$ cat config.mk
export PLATFORM = sky130hd
export DESIGN_NAME = cpu_run_ctrl
export DESIGN_NICKNAME = d
export VERILOG_FILES = /design/src/rtl/cpu_run_pkg.sv /design/src/rtl/run_tick_sel.sv /design/src/rtl/cpu_run_ctrl.sv
export SDC_FILE = /design/constraint.sdc
export NUM_CORES = 1
export LEC_CHECK = 0
export BUFFER_PORTS_ARGS = -buffer_cell sky130_fd_sc_hd__buf_4
export CELL_PAD_IN_SITES_DETAIL_PLACEMENT = 1
export CELL_PAD_IN_SITES_GLOBAL_PLACEMENT = 1
export CORE_MARGIN = 4
export CORE_UTILIZATION = 28
export CTS_BUF_LIST = sky130_fd_sc_hd__clkbuf_8 sky130_fd_sc_hd__clkbuf_16
export CTS_CLUSTER_DIAMETER = 80
export DETAILED_ROUTE_END_ITERATION = 10
export PLACE_DENSITY = 0.85
export REMOVE_ABC_BUFFERS = 1
export SLEW_MARGIN = 20
export SYNTH_ARGS = -nofsm -noshare
export SYNTH_HDL_FRONTEND = slang
export SYNTH_HIERARCHICAL = 1
export SYNTH_SLANG_ARGS = --single-unit
$ cat constraint.sdc
create_clock -name clk -period 3 [get_ports clk]
set_input_delay 0.6 -clock clk [delete_from_list [all_inputs] [get_ports clk]]
set_output_delay 0.6 -clock clk [all_outputs]
set_load 0.02 [all_outputs]
$ cat src/rtl/cpu_run_pkg.sv
// cpu_run_pkg: shared types and constants for the CPU run controller.
// Holds the controller state enum, the clkSel run-rate encodings and the
// PC / phase widths used by cpu_run_ctrl and run_tick_sel.
package cpu_run_pkg;

  localparam int PC_W    = 12;
  localparam int PHASE_W = 3;

  localparam logic [1:0] CLK_SEL_MANUAL = 2'b00;
  localparam logic [1:0] CLK_SEL_1HZ    = 2'b01;
  localparam logic [1:0] CLK_SEL_10HZ   = 2'b10;
  localparam logic [1:0] CLK_SEL_FREE   = 2'b11;

  typedef enum logic [1:0] {
    ST_IDLE = 2'd0,
    ST_RUN  = 2'd1,
    ST_STEP = 2'd2,
    ST_BRK  = 2'd3
  } run_state_e;

endpackage

$ cat src/rtl/run_tick_sel.sv
// run_tick_sel: picks the tick source that paces RUN mode.
// Manual rate never ticks, the two slow rates pass their pulse through,
// and the free-running rate ticks on every clock.
module run_tick_sel
  import cpu_run_pkg::*;
(
  input  logic [1:0] clk_sel,
  input  logic       tick_1hz,
  input  logic       tick_10hz,
  output logic       tick
);

  // Combinational source mux so a rate change is seen on the very next sample
  always_comb begin
    tick = 1'b0;
    case (clk_sel)
      CLK_SEL_MANUAL: tick = 1'b0;
      CLK_SEL_1HZ:    tick = tick_1hz;
      CLK_SEL_10HZ:   tick = tick_10hz;
      CLK_SEL_FREE:   tick = 1'b1;
      default:        tick = 1'b0;
    endcase
  end

endmodule

$ cat src/rtl/cpu_run_ctrl.sv
// cpu_run_ctrl: run / halt / single-step / breakpoint controller that issues
// one-clock CPU clock enables and tracks the phase within an instruction.
// Optional feature macro: RUN_CTRL_BP_EN enables the PC breakpoint and the
// BRK state; without it BRK is unreachable and bpHit stays low.
module cpu_run_ctrl
  import cpu_run_pkg::*;
#(
  parameter int CYCLES_PER_INSN = 8
)
(
  input  logic            clk,
  input  logic            nRst,
  input  logic [1:0]      clkSel,
  input  logic            tick1Hz,
  input  logic            tick10Hz,
  input  logic            stepReq,
  input  logic            runToggle,
  input  logic            stepInsn,
  input  logic            bpArm,
  input  logic [PC_W-1:0] bpAddr,
  input  logic [PC_W-1:0] pcAddr,
  output logic            cpuClkEn,
  output logic            running,
  output logic            bpHit,
  output logic [PHASE_W-1:0] cycPhase
);

  localparam logic [PHASE_W-1:0] LAST_PHASE = PHASE_W'(CYCLES_PER_INSN - 1);

  run_state_e state_q, state_d;
  logic step_insn_q, step_insn_d;
  logic cpu_clk_en_q, cpu_clk_en_d;
  logic running_q, running_d;
  logic bp_hit_q, bp_hit_d;
  logic [PHASE_W-1:0] phase_q, phase_d;
  logic bypass_q, bypass_d;
  logic tick;
  logic bp_match;

  run_tick_sel u_tick_sel (
    .clk_sel   (clkSel),
    .tick_1hz  (tick1Hz),
    .tick_10hz (tick10Hz),
    .tick      (tick)
  );

`ifdef RUN_CTRL_BP_EN
  // A pending enable traps only at an instruction boundary on the armed PC,
  // unless this is the first enable after resuming from the breakpoint
  assign bp_match = bpArm && (phase_q == '0) && (pcAddr == bpAddr) && !bypass_q;
`else
  logic unused_bp_inputs;
  assign unused_bp_inputs = ^{bpArm, bpAddr, pcAddr};
  assign bp_match = 1'b0;
`endif

  // State register, including the step granularity latched on STEP entry
  always_ff @(posedge clk or negedge nRst) begin
    if (!nRst) begin
      state_q     <= ST_IDLE;
      step_insn_q <= 1'b0;
    end else begin
      state_q     <= state_d;
      step_insn_q <= step_insn_d;
    end
  end

  // Next-state logic; runToggle has priority over stepReq wherever both act
  always_comb begin
    state_d     = state_q;
    step_insn_d = step_insn_q;
    case (state_q)
      ST_IDLE: begin
        if (runToggle && (clkSel != CLK_SEL_MANUAL)) begin
          state_d = ST_RUN;
        end else if (stepReq) begin
          state_d     = ST_STEP;
          step_insn_d = stepInsn;
        end
      end
      ST_RUN: begin
        if (runToggle) begin
          state_d = ST_IDLE;
        end else if (tick && bp_match) begin
          state_d = ST_BRK;
        end
      end
      ST_STEP: begin
        if (!step_insn_q || (phase_q == LAST_PHASE)) begin
          state_d = ST_IDLE;
        end
      end
      ST_BRK: begin
        if (runToggle) begin
          state_d = ST_RUN;
        end else if (stepReq) begin
          state_d     = ST_STEP;
          step_insn_d = stepInsn;
        end
      end
      default: state_d = ST_IDLE;
    endcase
  end

  // Output decode: enables for the next clock plus state-decoded status flags
  always_comb begin
    cpu_clk_en_d = 1'b0;
    case (state_q)
      ST_RUN:  cpu_clk_en_d = tick && !runToggle && !bp_match;
      ST_STEP: cpu_clk_en_d = 1'b1;
      default: cpu_clk_en_d = 1'b0;
    endcase
    running_d = (state_d == ST_RUN);
`ifdef RUN_CTRL_BP_EN
    bp_hit_d  = (state_d == ST_BRK);
`else
    bp_hit_d  = 1'b0;
`endif
  end

  // Phase advances together with each issued enable; the bypass flag lives
  // from a breakpoint resume until the first enable is issued or RUN is left
  always_comb begin
    phase_d = phase_q;
    if (cpu_clk_en_d) begin
      phase_d = (phase_q == LAST_PHASE) ? '0 : phase_q + 1'b1;
    end
    bypass_d = bypass_q;
    if ((state_q == ST_BRK) && runToggle) begin
      bypass_d = 1'b1;
    end else if ((state_q != ST_RUN) || cpu_clk_en_d || runToggle) begin
      bypass_d = 1'b0;
    end
  end

  // Registered outputs and datapath flops
  always_ff @(posedge clk or negedge nRst) begin
    if (!nRst) begin
      cpu_clk_en_q <= 1'b0;
      running_q    <= 1'b0;
      bp_hit_q     <= 1'b0;
      phase_q      <= '0;
      bypass_q     <= 1'b0;
    end else begin
      cpu_clk_en_q <= cpu_clk_en_d;
      running_q    <= running_d;
      bp_hit_q     <= bp_hit_d;
      phase_q      <= phase_d;
      bypass_q     <= bypass_d;
    end
  end

  assign cpuClkEn = cpu_clk_en_q;
  assign running  = running_q;
  assign bpHit    = bp_hit_q;
  assign cycPhase = phase_q;

endmodule

==> key figures, run 1 <==
Run
  – Max Cap Viol: 0

Critical path
  – Critical Path AT: 1.79 ns
  – CP Launch Type: flip-flop
  – Worst Setup Path Type: reg2reg
  – Reg2reg path depth: 5
  – Critical Path RT: 3.11 ns
  – Flop2flop setup slack: 1.32 ns
  – RR Endpoint: step_insn_q
  – Maximum fanout along the worst path: 6
  – Critical Path Sink Type: flip-flop
  – R2r startpoint: state_q[0]

Synth
  – Yosys warns: 6
  – Seq/Total Area, Yosys: 38.19%
  – Cell variety after synth: 23
  – Cell count after synthesis: 48
  – Synthesized flop and latch total: 8
  – Syn Area/Cell: 10.92 µm²
  – Cell area after synthesis: 524.3 µm²

Power
  – Pwr/cell area: 938.2 nW/µm²
  – Leakage power: 0.3429 nW
  – Peak VDD IR: 0.0004361 V
  – Tot Pwr: 0.6444 mW

Place
  – Routability Congestion: 0.7135
  – Post-DP Area: 645.6 µm²
  – Port bufs: 13
  – Hpwl dp: 859.5 µm
  – Worst slack, placed: 1.253 ns

Die
  – Die H: 51.27 µm
  – Die area: 2629 µm²
  – Die Width: 51.27 µm
  – Placement Rows: 15
  – # IOs: 40
  – Core ar.: 1745 µm²
  – Initial Util: 30.04%

Global routing
  – GRT overflow: 0
  – Number of global-route vias before repair: 415
  – Largest net degree at the start of global routing: 9
  – Initial antenna violation count: 0
  – First-pass GRT wire length: 1787 µm
  – GRT Util Overall: 9.933%

Clock tree
  – CTS Buffer Depth: 2
  – Clock latency on the worst-skew pair: 0.23 ns
  – CTS tree: done
  – Hold-fix buffer count after cts: 0
  – Post-CTS Setup Bufs: 0
  – H-tree levels: 1
  – CTS Buf Count: 3
  – CTS root buffer: clkbuf_8
  – Clock Sinks: 8
  – Clock-pin slew on the worst setup and hold paths: 0.04 ns
  – Post-cts sizing count: 0

Timing
  – Final hold violations: 0
  – Final Skew: 0.003282 ns
  – Fmax: 596.3 MHz
  – Max-slew violation count: 0
  – Final period util: 55.90%
  – RSZ-0062 raised after global routing: false
  – Setup total negative slack: 0 ns
  – Setup WS post-layout: 1.323 ns
  – Fin crit period: 1.677 ns
  – Setup violators final: 0

Cells and area
  – Nets: 105
  – Final Instance Area: 686.9 µm²
  – Area growth from synthesis to layout: 31.03%
  – Diode count: 0
  – Share of layout cells above drive strength 1: 34.92%

Routing
  – Antenna viol nets, final: 0
  – DR vias: 403
  – Starting DRT DRC Count: 3
  – 1st-pass router iterations: 2
  – Via density: 4.580
  – Residual DRC count: 0
  – Drt wl/cell: 12.16 µm
  – Final wirelength: 1070 µm

Min path
  – Min-delay worst type: in2async

Outcome
  – Status: finished clean
[cells in the final DEF, fill, tap and decap left out]
| master | n |
|---|---|
| conb_1 | 1 |
| clkbuf_8 | 3 |
| dfrtp_1 | 8 |
| mux2_1 | 3 |
| nor2b_1 | 2 |
| nor2_1 | 5 |
| nand3b_1 | 1 |
| buf_4 | 13 |
| inv_1 | 4 |
| nand2_1 | 2 |
| mux2_4 | 1 |
| a2bb2oi_1 | 1 |
| a31o_2 | 1 |
| o31a_1 | 1 |
| o211ai_1 | 2 |
| nand4b_1 | 1 |
| and3b_1 | 2 |
| a21oi_1 | 1 |
| ha_1 | 6 |
| o311ai_1 | 1 |
| o21ai_4 | 1 |
| or2_2 | 1 |
| a2111oi_2 | 1 |
| and2b_2 | 1 |
[sequential cells by signal, indices dropped and copies added (netlist names)]
name and count:
cpuClkEn 1, step_insn_q 1, running 1, cycPhase 3
state_q 2
[where the power goes]
part | internal (mW) | switching (mW)
sequential | 0.156 | 0.0385
combinational | 0.161 | 0.160
clock | 0.0869 | 0.0418
[worst max-delay path, cell delays in order (launching register included)]
cell and delay [ns]:
dfrtp_1 0.41, inv_1 0.10, ha_1 0.29, and2b_2 0.22
o211ai_1 0.22, mux2_4 0.32
[through the flow]
step	hold slack (ns)	instances	util (%)
after global placement	0.4203	85	36.99
after detailed placement	0.4257	85	36.99
after CTS	0.1780	88	39.35
after global routing	0.1752	88	39.35
final	0.1812	88	39.35
after floorplan	0.3044	47	-
[cells by family (layout without fill, tap and decap cells)]
logic type	Yosys count	after routing	synth area share (%)
simple gates	15	15	16.71
flops	8	8	38.19
other cells	1	1	0.7153
fa+ha+maj	6	6	14.32
buf+inv	5	20	4.296
compound gates	9	9	16.47
mux	4	4	9.307
[how the worst max path moves through the flow]
stage / start / to / slack, ns / cells past startpoint
after floorplan: tick1Hz / cycPhase[0] / 1.45 / 5
after global placement: tick1Hz / cycPhase[0] / 1.27 / 6
after detailed placement: tick1Hz / cycPhase[1] / 1.25 / 6
after CTS: state_q[0] / step_insn_q / 1.32 / 5
after global routing: state_q[0] / step_insn_q / 1.24 / 5
final: state_q[0] / step_insn_q / 1.32 / 5
[cell usage after synthesis]
| library cell | instances | area [µm²] |
|---|---|---|
| and2b_2 | 1 | 8.760 |
| o21ai_4 | 1 | 16.27 |
| a2111oi_2 | 1 | 15.01 |
| or2_2 | 1 | 6.260 |
| dfrtp_1 | 8 | 200.2 |
| a2bb2oi_1 | 1 | 8.760 |
| nand3b_1 | 1 | 7.510 |
| nand2_1 | 2 | 7.510 |
| o211ai_1 | 2 | 15.01 |
| nor2_1 | 5 | 18.77 |
| nor2b_1 | 2 | 12.51 |
| o31a_1 | 1 | 8.760 |
| mux2_1 | 3 | 33.78 |
| nand4b_1 | 1 | 8.760 |
| ha_1 | 6 | 75.07 |
| a31o_2 | 1 | 8.760 |
| buf_4 | 1 | 7.510 |
| a21oi_1 | 1 | 5.000 |
| inv_1 | 4 | 15.01 |
| and3b_1 | 2 | 17.52 |
| o311ai_1 | 1 | 8.760 |
| conb_1 | 1 | 3.750 |
| mux2_4 | 1 | 15.01 |
[layer usage]
metal / part of all wire [%] / global-route usage [%] / routed length [µm] / vias up
li1: - / - / - / 198
met1: 43 / 10.34 / 460 / 187
met2: 46 / 15.02 / 488 / 13
met3: 7.2 / 4.082 / 77 / 5
met4: 4.1 / 9.170 / 44 / 0
met5: 0 / 0 / 0 / -
[layout make-up]
| class | instances | area [µm²] |
|---|---|---|
| Clock buffer | 3 | 41.29 |
| Multi-Input combinational cell | 35 | 301.5 |
| Sequential cell | 8 | 200.2 |
| Timing Repair Buffer | 13 | 97.59 |
| Fill cell | 212 | 1059 |
| Tap cell | 25 | 31.28 |
| Inverter | 4 | 15.01 |
Note: power is estimated with default switching activity, not from simulation.
==> run 2: changes to the inputs <==
--- a/config.mk
+++ b/config.mk
@@ -9,11 +9,11 @@
 export CELL_PAD_IN_SITES_DETAIL_PLACEMENT = 1
 export CELL_PAD_IN_SITES_GLOBAL_PLACEMENT = 1
 export CORE_MARGIN = 4
-export CORE_UTILIZATION = 28
+export CORE_UTILIZATION = 26
 export CTS_BUF_LIST = sky130_fd_sc_hd__clkbuf_8 sky130_fd_sc_hd__clkbuf_16
 export CTS_CLUSTER_DIAMETER = 80
 export DETAILED_ROUTE_END_ITERATION = 10
-export PLACE_DENSITY = 0.85
+export PLACE_DENSITY = 0.8
 export REMOVE_ABC_BUFFERS = 1
 export SLEW_MARGIN = 20
 export SYNTH_ARGS = -nofsm -noshare
==> constraint.sdc (replaced) <==
create_clock -name clk -period 1.75 [get_ports clk]
set_input_delay 0.35 -clock clk [delete_from_list [all_inputs] [get_ports clk]]
set_output_delay 0.35 -clock clk [all_outputs]
set_load 0.02 [all_outputs]
==> run 2 against run 1 <==
Compared with the run above: highest routed layer unchanged; cell area increased by 1.6%; sequential power rose by 72%; hold slack improved by 0.19 ns; sequential share of layout area fell by 0.29 points; non-clock buffer count up 1; flip-flop and latch count stayed put; critical path depth unchanged; cell count increased by 1.1%; critical endpoint unchanged; clock power grew 64%; clock-buffer cell count is the same.
==> key figures, run 2 (synthesis gave the netlist of run 1 again) <==
Outcome
  – Status: finished clean

Global routing
  – Number of global-route vias before repair: 452
  – Initial antenna violation count: 0
  – Largest net degree at the start of global routing: 9
  – GRT Util Overall: 9.770%
  – Most Crowded Layer GR: met2
  – Met1 Use GR: 10.81%
  – Met2 Resource Use GR: 14.88%
  – First-pass GRT wire length: 1897 µm
  – Met3 Track Usage GR: 3.944%
  – GRT overflow: 0

Power
  – Leakage power: 0.3458 nW
  – Tot Pwr: 1.113 mW
  – Pwr/cell area: 1593 nW/µm²
  – Peak VDD IR: 0.0008365 V

Place
  – Hpwl dp: 962.8 µm
  – Inst Count DP: 85
  – Post-DP Area: 645.6 µm²
  – Routability Congestion: 0.7792
  – Port bufs: 13

Clock tree
  – Clock Sinks: 8
  – Clock latency on the worst-skew pair: 0.22 ns
  – Post-CTS Setup Bufs: 0
  – Clock-pin slew on the worst setup and hold paths: 0.04 ns
  – H-tree levels: 1
  – CTS root buffer: clkbuf_8
  – CTS tree: done
  – CTS Buf Count: 3
  – CTS Buffer Depth: 2

Die
  – Die area: 2799 µm²
  – Initial Util: 28.80%
  – Placement Rows: 15
  – Core ar.: 1821 µm²
  – # IOs: 40
  – Die H: 52.91 µm
  – Die Width: 52.91 µm

Critical path
  – CP Launch Type: flip-flop
  – Critical Path Sink Type: flip-flop
  – Critical Path RT: 1.85 ns
  – Maximum fanout along the worst path: 6
  – Worst Setup Path Type: reg2reg
  – Critical Path AT: 1.73 ns

Routing
  – Final wirelength: 1116 µm
  – 1st-pass router iterations: 2
  – Residual DRC count: 0
  – DR vias: 414
  – Drt wl/cell: 12.54 µm
  – Starting DRT DRC Count: 3
  – Antenna viol nets, final: 0
  – Via density: 4.652

Timing
  – Final Skew: 0.006020 ns
  – Setup violators final: 0
  – Setup total negative slack: 0 ns
  – Max-slew violation count: 0
  – Final period util: 92.90%
  – Final hold violations: 0
  – Fmax: 615.1 MHz
  – Fin crit period: 1.626 ns
  – RSZ-0062 raised after global routing: false

Cells and area
  – Nets: 106
  – Util after Layout: 38.35%
  – Final Instance Area: 698.2 µm²
  – Diode count: 0
  – Most frequent cells in the layout: 13 x buf_4, 7 x dfrtp_1, 6 x ha_1, 5 x nor2_1, 4 x inv_1
  – Commonest non-fill, non-tap cell in the layout: buf_4
  – Area growth from synthesis to layout: 33.17%
  – Share of layout cells above drive strength 1: 35.94%
  – Final cell count without fillers: 89
  – Max FFs per register: 3

Min path
  – Min-delay worst type: in2reg

Run
  – Max Cap Viol: 0
==> run 2: changes by cell type in the layout (fill, tap and decap cells not counted) <==
cell and change:
dfrtp_1 -1, dfrtp_2 +1, dlygate4sd3_1 +1
==> run 2: timing repair <==
| action | in CTS | in global routing |
|---|---|---|
| resized for setup | 0 | 1 |
| hold endpoints to repair | 8 | 0 |
| endpoints found under the setup margin | 0 | 2 |
| hold buffers | 1 | 0 |
==> run 2: per-stage QoR <==
| stage | setup WS (ns) | hold WS (ns) |
|---|---|---|
| 2_1_floorplan | 0.2234 | 0.05441 |
| 3_3_place_gp | 0.1130 | 0.1700 |
| 3_5_place_dp | 0.08508 | 0.1723 |
| 4_1_cts | 0.06510 | 0.3651 |
| 5_1_grt | 0.01806 | 0.3659 |
| 6_report | 0.1242 | 0.3702 |
==> run 2: per-layer routing <==
| layer | part of all wire, % | vias to the layer above |
|---|---|---|
| met3 | 8.0 | 4 |
| met5 | 0 | - |
| met2 | 46 | 16 |
| li1 | - | 203 |
| met1 | 44 | 191 |
| met4 | 2.2 | 0 |
==> run 2: path summary, 6_finish.rpt <==
check                              end  depth (start not counted)   startpoint  slack, ns
setup / recovery           step_insn_q                          5   state_q[0]       0.12
hold / removal             step_insn_q                          2     stepInsn       0.37
setup reg to reg           step_insn_q                          5   state_q[0]       0.12
hold reg to reg            step_insn_q                          1  step_insn_q       0.53
max in group asynchronous   state_q[0]                          2         nRst       1.14
min in group asynchronous  cycPhase[0]                          2         nRst       0.47
==> run 2: cell type report <==
type                    instances  area (µm²)
fillers                       218        1122
multi-input cells              35       301.5
flip-flops and latches          8       201.4
repair buffers                 14       107.6
clock buffers                   3       41.29
well taps                      25       31.28
inverters                       4       15.01
==> run 2: worst max-delay path, stage by stage (launching register included) <==
cell,delay (ns)
dfrtp_2,0.39
inv_1,0.08
ha_1,0.28
and2b_2,0.22
o211ai_1,0.21
mux2_4,0.32
==> run 2: report_power, final <==
group	switching [mW]	internal, mW
clock network	0.0639	0.148
registers	0.0663	0.270
logic	0.284	0.281
